<file path="config.mk">
export PLATFORM = sky130hd
export DESIGN_NAME = booth_radix4_iter_mult_flat
export DESIGN_NICKNAME = d
export VERILOG_FILES = /design/src/rtl/booth_radix4_iter_mult_if.sv /design/src/rtl/booth_radix4_iter_mult.sv /design/src/flat_wrapper.sv
export SDC_FILE = /design/constraint.sdc
export NUM_CORES = 1
export LEC_CHECK = 0
export CORE_MARGIN = 5
export CORE_UTILIZATION = 60
export CTS_CLUSTER_SIZE = 20
export DETAILED_ROUTE_END_ITERATION = 7
export HOLD_SLACK_MARGIN = 0.03
export PLACE_DENSITY_LB_ADDON = 0.3
export SYNTH_ARGS = -nofsm -noshare
export SYNTH_HDL_FRONTEND = slang
export SYNTH_SLANG_ARGS = --single-unit
</file>
<file path="constraint.sdc">
create_clock -name clk -period 10.9 [get_ports clk]
set_clock_uncertainty 0.15 [all_clocks]
set_input_delay 2.725 -clock clk [delete_from_list [all_inputs] [get_ports clk]]
set_output_delay 2.725 -clock clk [all_outputs]
set_load 0.01 [all_outputs]
</file>
<file path="src/rtl/booth_radix4_iter_mult_if.sv">
`default_nettype none
// +----------------------------------------------------------------------+
// | booth_radix4_iter_mult_if                                            |
// | Operand/result valid-ready bus for the iterative Booth multiplier.   |
// | Rev 1.0                                                              |
// +----------------------------------------------------------------------+
interface booth_radix4_iter_mult_if #(
  parameter int N = 16
);
  logic           in_valid;
  logic           in_ready;
  logic [N-1:0]   x;
  logic [N-1:0]   y;
  logic           signed_mode;
  logic           out_valid;
  logic           out_ready;
  logic [2*N-1:0] result;

  modport master (
    output in_valid, x, y, signed_mode, out_ready,
    input  in_ready, out_valid, result
  );

  modport slave (
    input  in_valid, x, y, signed_mode, out_ready,
    output in_ready, out_valid, result
  );
endinterface
`default_nettype wire

</file>
<file path="src/rtl/booth_radix4_iter_mult.sv">
`default_nettype none
// +----------------------------------------------------------------------+
// | booth_radix4_iter_mult                                               |
// | Iterative radix-4 Booth multiplier, one group per clock, optional    |
// | low-group truncation; macro BOOTH_APPROX_COMP_EN adds bias offset.   |
// | Rev 1.0                                                              |
// +----------------------------------------------------------------------+
module booth_radix4_iter_mult #(
  parameter int N             = 16,
  parameter int APPROX_GROUPS = 0
) (
  input  logic                    clk,
  input  logic                    rst_n,
  booth_radix4_iter_mult_if.slave bus
);

  localparam int c_GROUPS = N / 2 + 1;
  localparam int c_GW     = $clog2(c_GROUPS);
  localparam int c_ACC_W  = 2 * N + 2;
  localparam int c_XE_W   = N + 3;
  localparam int c_PP_W   = N + 3;

  localparam logic [c_GW-1:0] c_LAST   = c_GW'(c_GROUPS - 1);
  localparam logic [c_GW-1:0] c_APPROX = c_GW'(APPROX_GROUPS);

`ifdef BOOTH_APPROX_COMP_EN
  localparam int c_COMP_SH = (APPROX_GROUPS > 0) ? (2 * APPROX_GROUPS - 1) : 0;
  localparam logic [c_ACC_W-1:0] c_ACC_INIT =
      (APPROX_GROUPS > 0) ? ({{(c_ACC_W-1){1'b0}}, 1'b1} << c_COMP_SH) : '0;
`else
  localparam logic [c_ACC_W-1:0] c_ACC_INIT = '0;
`endif

  typedef enum logic [1:0] {
    IDLE = 2'd0,
    CALC = 2'd1,
    DONE = 2'd2
  } state_t;

  state_t             state_q, state_d;
  logic [N-1:0]       x_q, x_d;
  logic [N-1:0]       y_q, y_d;
  logic               sm_q, sm_d;
  logic [c_ACC_W-1:0] acc_q, acc_d;
  logic [c_GW-1:0]    g_q, g_d;
  logic [2*N-1:0]     result_q, result_d;

  logic               w_in_ready;
  logic               w_out_valid;
  logic [c_XE_W-1:0]  w_xe;
  logic [N+1:0]       w_ye;
  logic [2:0]         w_grp;
  logic [c_PP_W-1:0]  w_mag;
  logic               w_neg;
  logic               w_trunc;
  logic [c_ACC_W-1:0] w_pp;
  logic [c_ACC_W-1:0] w_acc_sum;

  // Extended multiplier carries an implicit 0 below bit 0, so group g sits at [2g+2:2g].
  assign w_xe  = {{2{sm_q & x_q[N-1]}}, x_q, 1'b0};
  assign w_ye  = {{2{sm_q & y_q[N-1]}}, y_q};
  assign w_grp = w_xe[{g_q, 1'b0} +: 3];

  generate
    if (APPROX_GROUPS > 0) begin : g_trunc
      assign w_trunc = (g_q < c_APPROX);
    end else begin : g_exact
      assign w_trunc = 1'b0;
    end
  endgenerate

  always_comb begin
    w_mag = '0;
    w_neg = 1'b0;
    case (w_grp)
      3'b001, 3'b010: w_mag = {w_ye[N+1], w_ye};
      3'b011:         w_mag = {w_ye, 1'b0};
      3'b100: begin
        w_mag = {w_ye, 1'b0};
        w_neg = 1'b1;
      end
      3'b101, 3'b110: begin
        w_mag = {w_ye[N+1], w_ye};
        w_neg = 1'b1;
      end
      default: ;
    endcase
    if (w_trunc) begin
      w_mag = '0;
      w_neg = 1'b0;
    end
  end

  // Negative rows are inverted here and completed by the carry-in on the adder.
  assign w_pp      = {{(c_ACC_W-c_PP_W){w_mag[c_PP_W-1]}}, w_mag} << {g_q, 1'b0};
  assign w_acc_sum = acc_q + (w_neg ? ~w_pp : w_pp) + {{(c_ACC_W-1){1'b0}}, w_neg};

  always_comb begin
    state_d     = state_q;
    x_d         = x_q;
    y_d         = y_q;
    sm_d        = sm_q;
    acc_d       = acc_q;
    g_d         = g_q;
    result_d    = result_q;
    w_in_ready  = 1'b0;
    w_out_valid = 1'b0;
    case (state_q)
      IDLE: begin
        w_in_ready = 1'b1;
        if (bus.in_valid) begin
          x_d     = bus.x;
          y_d     = bus.y;
          sm_d    = bus.signed_mode;
          acc_d   = c_ACC_INIT;
          g_d     = '0;
          state_d = CALC;
        end
      end
      CALC: begin
        acc_d = w_acc_sum;
        if (g_q == c_LAST) begin
          result_d = w_acc_sum[2*N-1:0];
          g_d      = '0;
          state_d  = DONE;
        end else begin
          g_d = g_q + 1'b1;
        end
      end
      DONE: begin
        w_out_valid = 1'b1;
        if (bus.out_ready) begin
          state_d = IDLE;
        end
      end
      default: state_d = IDLE;
    endcase
  end

  always_ff @(posedge clk or negedge rst_n) begin
    if (!rst_n) begin
      state_q  <= IDLE;
      x_q      <= '0;
      y_q      <= '0;
      sm_q     <= 1'b0;
      acc_q    <= '0;
      g_q      <= '0;
      result_q <= '0;
    end else begin
      state_q  <= state_d;
      x_q      <= x_d;
      y_q      <= y_d;
      sm_q     <= sm_d;
      acc_q    <= acc_d;
      g_q      <= g_d;
      result_q <= result_d;
    end
  end

  assign bus.in_ready  = w_in_ready;
  assign bus.out_valid = w_out_valid;
  assign bus.result    = result_q;

endmodule
`default_nettype wire

</file>
<file path="src/flat_wrapper.sv">
// flat-port wrapper written by rule: the top's interface ports become plain ports
module booth_radix4_iter_mult_flat 
#(
  parameter int N             = 16,
  parameter int APPROX_GROUPS = 0
)
  (clk, rst_n, bus_in_valid, bus_x, bus_y, bus_signed_mode, bus_out_ready, bus_in_ready, bus_out_valid, bus_result);
  booth_radix4_iter_mult_if #(.N(N)) bus_i ();
  input  logic clk;
  input  logic rst_n;
  input wire logic [$bits(bus_i.in_valid)-1:0] bus_in_valid;
  input wire logic [$bits(bus_i.x)-1:0] bus_x;
  input wire logic [$bits(bus_i.y)-1:0] bus_y;
  input wire logic [$bits(bus_i.signed_mode)-1:0] bus_signed_mode;
  input wire logic [$bits(bus_i.out_ready)-1:0] bus_out_ready;
  output wire logic [$bits(bus_i.in_ready)-1:0] bus_in_ready;
  output wire logic [$bits(bus_i.out_valid)-1:0] bus_out_valid;
  output wire logic [$bits(bus_i.result)-1:0] bus_result;
  assign bus_i.in_valid = bus_in_valid;
  assign bus_i.x = bus_x;
  assign bus_i.y = bus_y;
  assign bus_i.signed_mode = bus_signed_mode;
  assign bus_i.out_ready = bus_out_ready;
  assign bus_in_ready = bus_i.in_ready;
  assign bus_out_valid = bus_i.out_valid;
  assign bus_result = bus_i.result;
  booth_radix4_iter_mult #(.N(N), .APPROX_GROUPS(APPROX_GROUPS)) u_core (.clk(clk), .rst_n(rst_n), .bus(bus_i));
endmodule
</file>
==> results.ini <==
[routing]
drtIter0Drc=665
wl_per_cell_um=19.1
vias=6779
routed_wl_um=20600
avgViaCountPerCell=6.31
postRouteAntennaNets=0
dr.pass1.iters=5
drc=0

[timing]
rsz0062_at_grt=false
min_period_ns=7.49
setup_viol=0
max_freq_ghz=0.133
finalSetupTns_ns=0
hold_violations=0
slew_violations=0
tightest_slew_ns=0.885
fin_crit_sh_pct=68.8
slew_headroom_pct=41.0

[synthesis]
synth_top_area_share_pct=33.7
yosysWarnings=0
syn-instance-count=869
synth-edff-count=0
ys_ff_latch=103
async_flop_share_pct=100
yosys.area.top_type=dfrtp_1
synth.distinct_cells=73
syn_nets=946
synth.avg_cell_area_sq_um=8.79
yosysSeqAreaShare_pct=33.7
syn-cell-area_sq_um=7640
synthTopCellsByArea=dfrtp_1, mux2_2, ha_1, nand2_1, o21ai_0
ys.flop_type=dfrtp_1

[grt]
grt_max_degree=64
grt_use_total_pct=28.1
overflow=0
antenna_found_initial=0
grt_pass1_wl_um=33800
grt_pass1_vias=6554

[clock_tree]
clk_pin_slew_ns=0.07
clkSinkCount=103
cts-root-buf=clkbuf_16
cts_hold_buf=0
cts_tree=yes
cts_resized=0
postCtsSetupBuffers=0
cts.path.max_buffers=2
clock_latency_ns=0.37
cts-htree-levels=3
cts_buffers=9

[layout]
fillers=1021
final_nets=975
final_core_util_pct=69.0
final_cell_mix=nand2_1, dfrtp_1, clkdlybuf4s50_1
diodes=0
area_delta_synth_final_pct=13.4
layout_commonest_cell=nand2_1
stdcell_area_sq_um=8670
drive_gt1_share_pct=9.75

[floorplan]
rows=41
coreArea_sq_um=12600
chipHeight_um=123
die_area_sq_um=15100
die_w_um=123
start_util_pct=60.8
io_pins=71

[worst_setup_path]
cp_common_cell=nor2_1
worstSetupEndpointType=flop
timing_worst_setup_path_type=reg2reg
start_kind=flop
worst-path-buf-inv=2
cp.required_ns=10.97
cp.arrival_ns=7.56
crit_chain=buf_4, clkinv_1, mux2i_1, nor2_1, nor2_1, ha_1, nand2_1, a221oi_1, mux2i_1, a41oi_1, nand2_1, o21ai_0, o21ai_0, nor2_1, xor2_1, ha_1, a21o_1, o21bai_1, a221oi_1, a211oi_1, o41ai_1, a31oi_1, xnor2_1, o22ai_1
crit_slowest_cell=o41ai_1
critPathTopFamily=compound AO/OA/AOI/OAI gates
critPathMaxFanout=36
cp_slowest_stage_delay_ns=0.69

[status]
outcome=completed

[placement]
gp_congestion=1.01
placed_area_sq_um=8380
io_buffer_count=70
hpwl_um=15300

[run]
cap_violations=0

[min_path]
hp-class=reg2reg

[tightest hold or removal path, delay by kind of cell (launching register included)]
kind             cells  cell delay [ns]
AND/OR/NAND/NOR      1             0.04
flip-flops           1             0.35
AO/OA/AOI/OAI        1             0.06
[cells in the mapped netlist, types with 22 or more instances]
cell      number
a21oi_1       37
clkbuf_1      42
dfrtp_1      103
ha_1          39
mux2_2        44
mux2i_1       22
nand2_1      122
nor2_1        57
o21ai_0       67
o22ai_1       29
xnor2_1       32
xor2_1        29
[layer usage]
| layer | vias up | track usage [%] | wire length, um |
|---|---|---|---|
| met3 | 38 | 4.29 | 1070 |
| met5 | - | 0 | 0 |
| li1 | 3237 | - | - |
| met2 | 243 | 46.8 | 9930 |
| met4 | 0 | 9.73 | 537 |
| met1 | 3261 | 37.4 | 9040 |
[flip-flops by register name, summed over array words and instances, names as in the netlist]
signal and flops:
u_core.sm_q 1, u_core.acc_q 32, u_core.y_q 16, u_core.x_q 16, u_core.g_q 4, u_core.bus.result 32
u_core.state_q 2
[area by class of cell]
cell class              instances  area (sq um)  share of cell area (%)
multi-input cells             687          4750                    54.8
repair buffers                 79           766                    8.83
flip-flops and latches        103          2580                    29.7
inverters                      18          67.6                   0.780
well taps                     172           215                    2.48
clock buffers                  11           253                    2.92
clock inverters                 5          38.8                   0.448
[through the flow]
step,hold slack [ns],cells,setup WS [ns]
CTS,0.340,1075,3.55
detailed placement,0.324,1059,3.58
floorplan,0.325,869,4.68
finish,0.333,1075,3.41
global placement,0.310,1059,3.72
global route,0.354,1075,2.84
[kinds of logic (layout without fill, tap and decap cells)]
family | count (synthesis) | in the layout | synth area share (%)
AND/OR/NAND/NOR | 262 | 262 | 15.4
multiplexers | 70 | 70 | 10.4
AO/OA/AOI/OAI | 254 | 254 | 22.4
adder cells (fa/ha/maj) | 40 | 40 | 6.65
flip-flops | 103 | 103 | 33.7
buffers and inverters | 79 | 113 | 4.32
XOR/XNOR | 61 | 61 | 6.99
[path summary, 6_finish.rpt]
| path | from | end | slack (ns) | depth (start not counted) |
|---|---|---|---|---|
| worst max-delay path | u_core.g_q[2] | u_core.acc_q[30] | 3.41 | 24 |
| worst min-delay path | u_core.bus.result[1] | u_core.bus.result[1] | 0.33 | 2 |
| worst max register to register | u_core.g_q[2] | u_core.acc_q[30] | 3.41 | 24 |
| worst min register to register | u_core.bus.result[1] | u_core.bus.result[1] | 0.33 | 2 |
| max in group asynchronous | rst_n | u_core.bus.result[1] | 7.25 | 2 |
| min in group asynchronous | rst_n | u_core.x_q[6] | 2.20 | 1 |
Power is not shown: default switching activity piles up to over one toggle a cycle in this logic, so the estimate is an artifact.
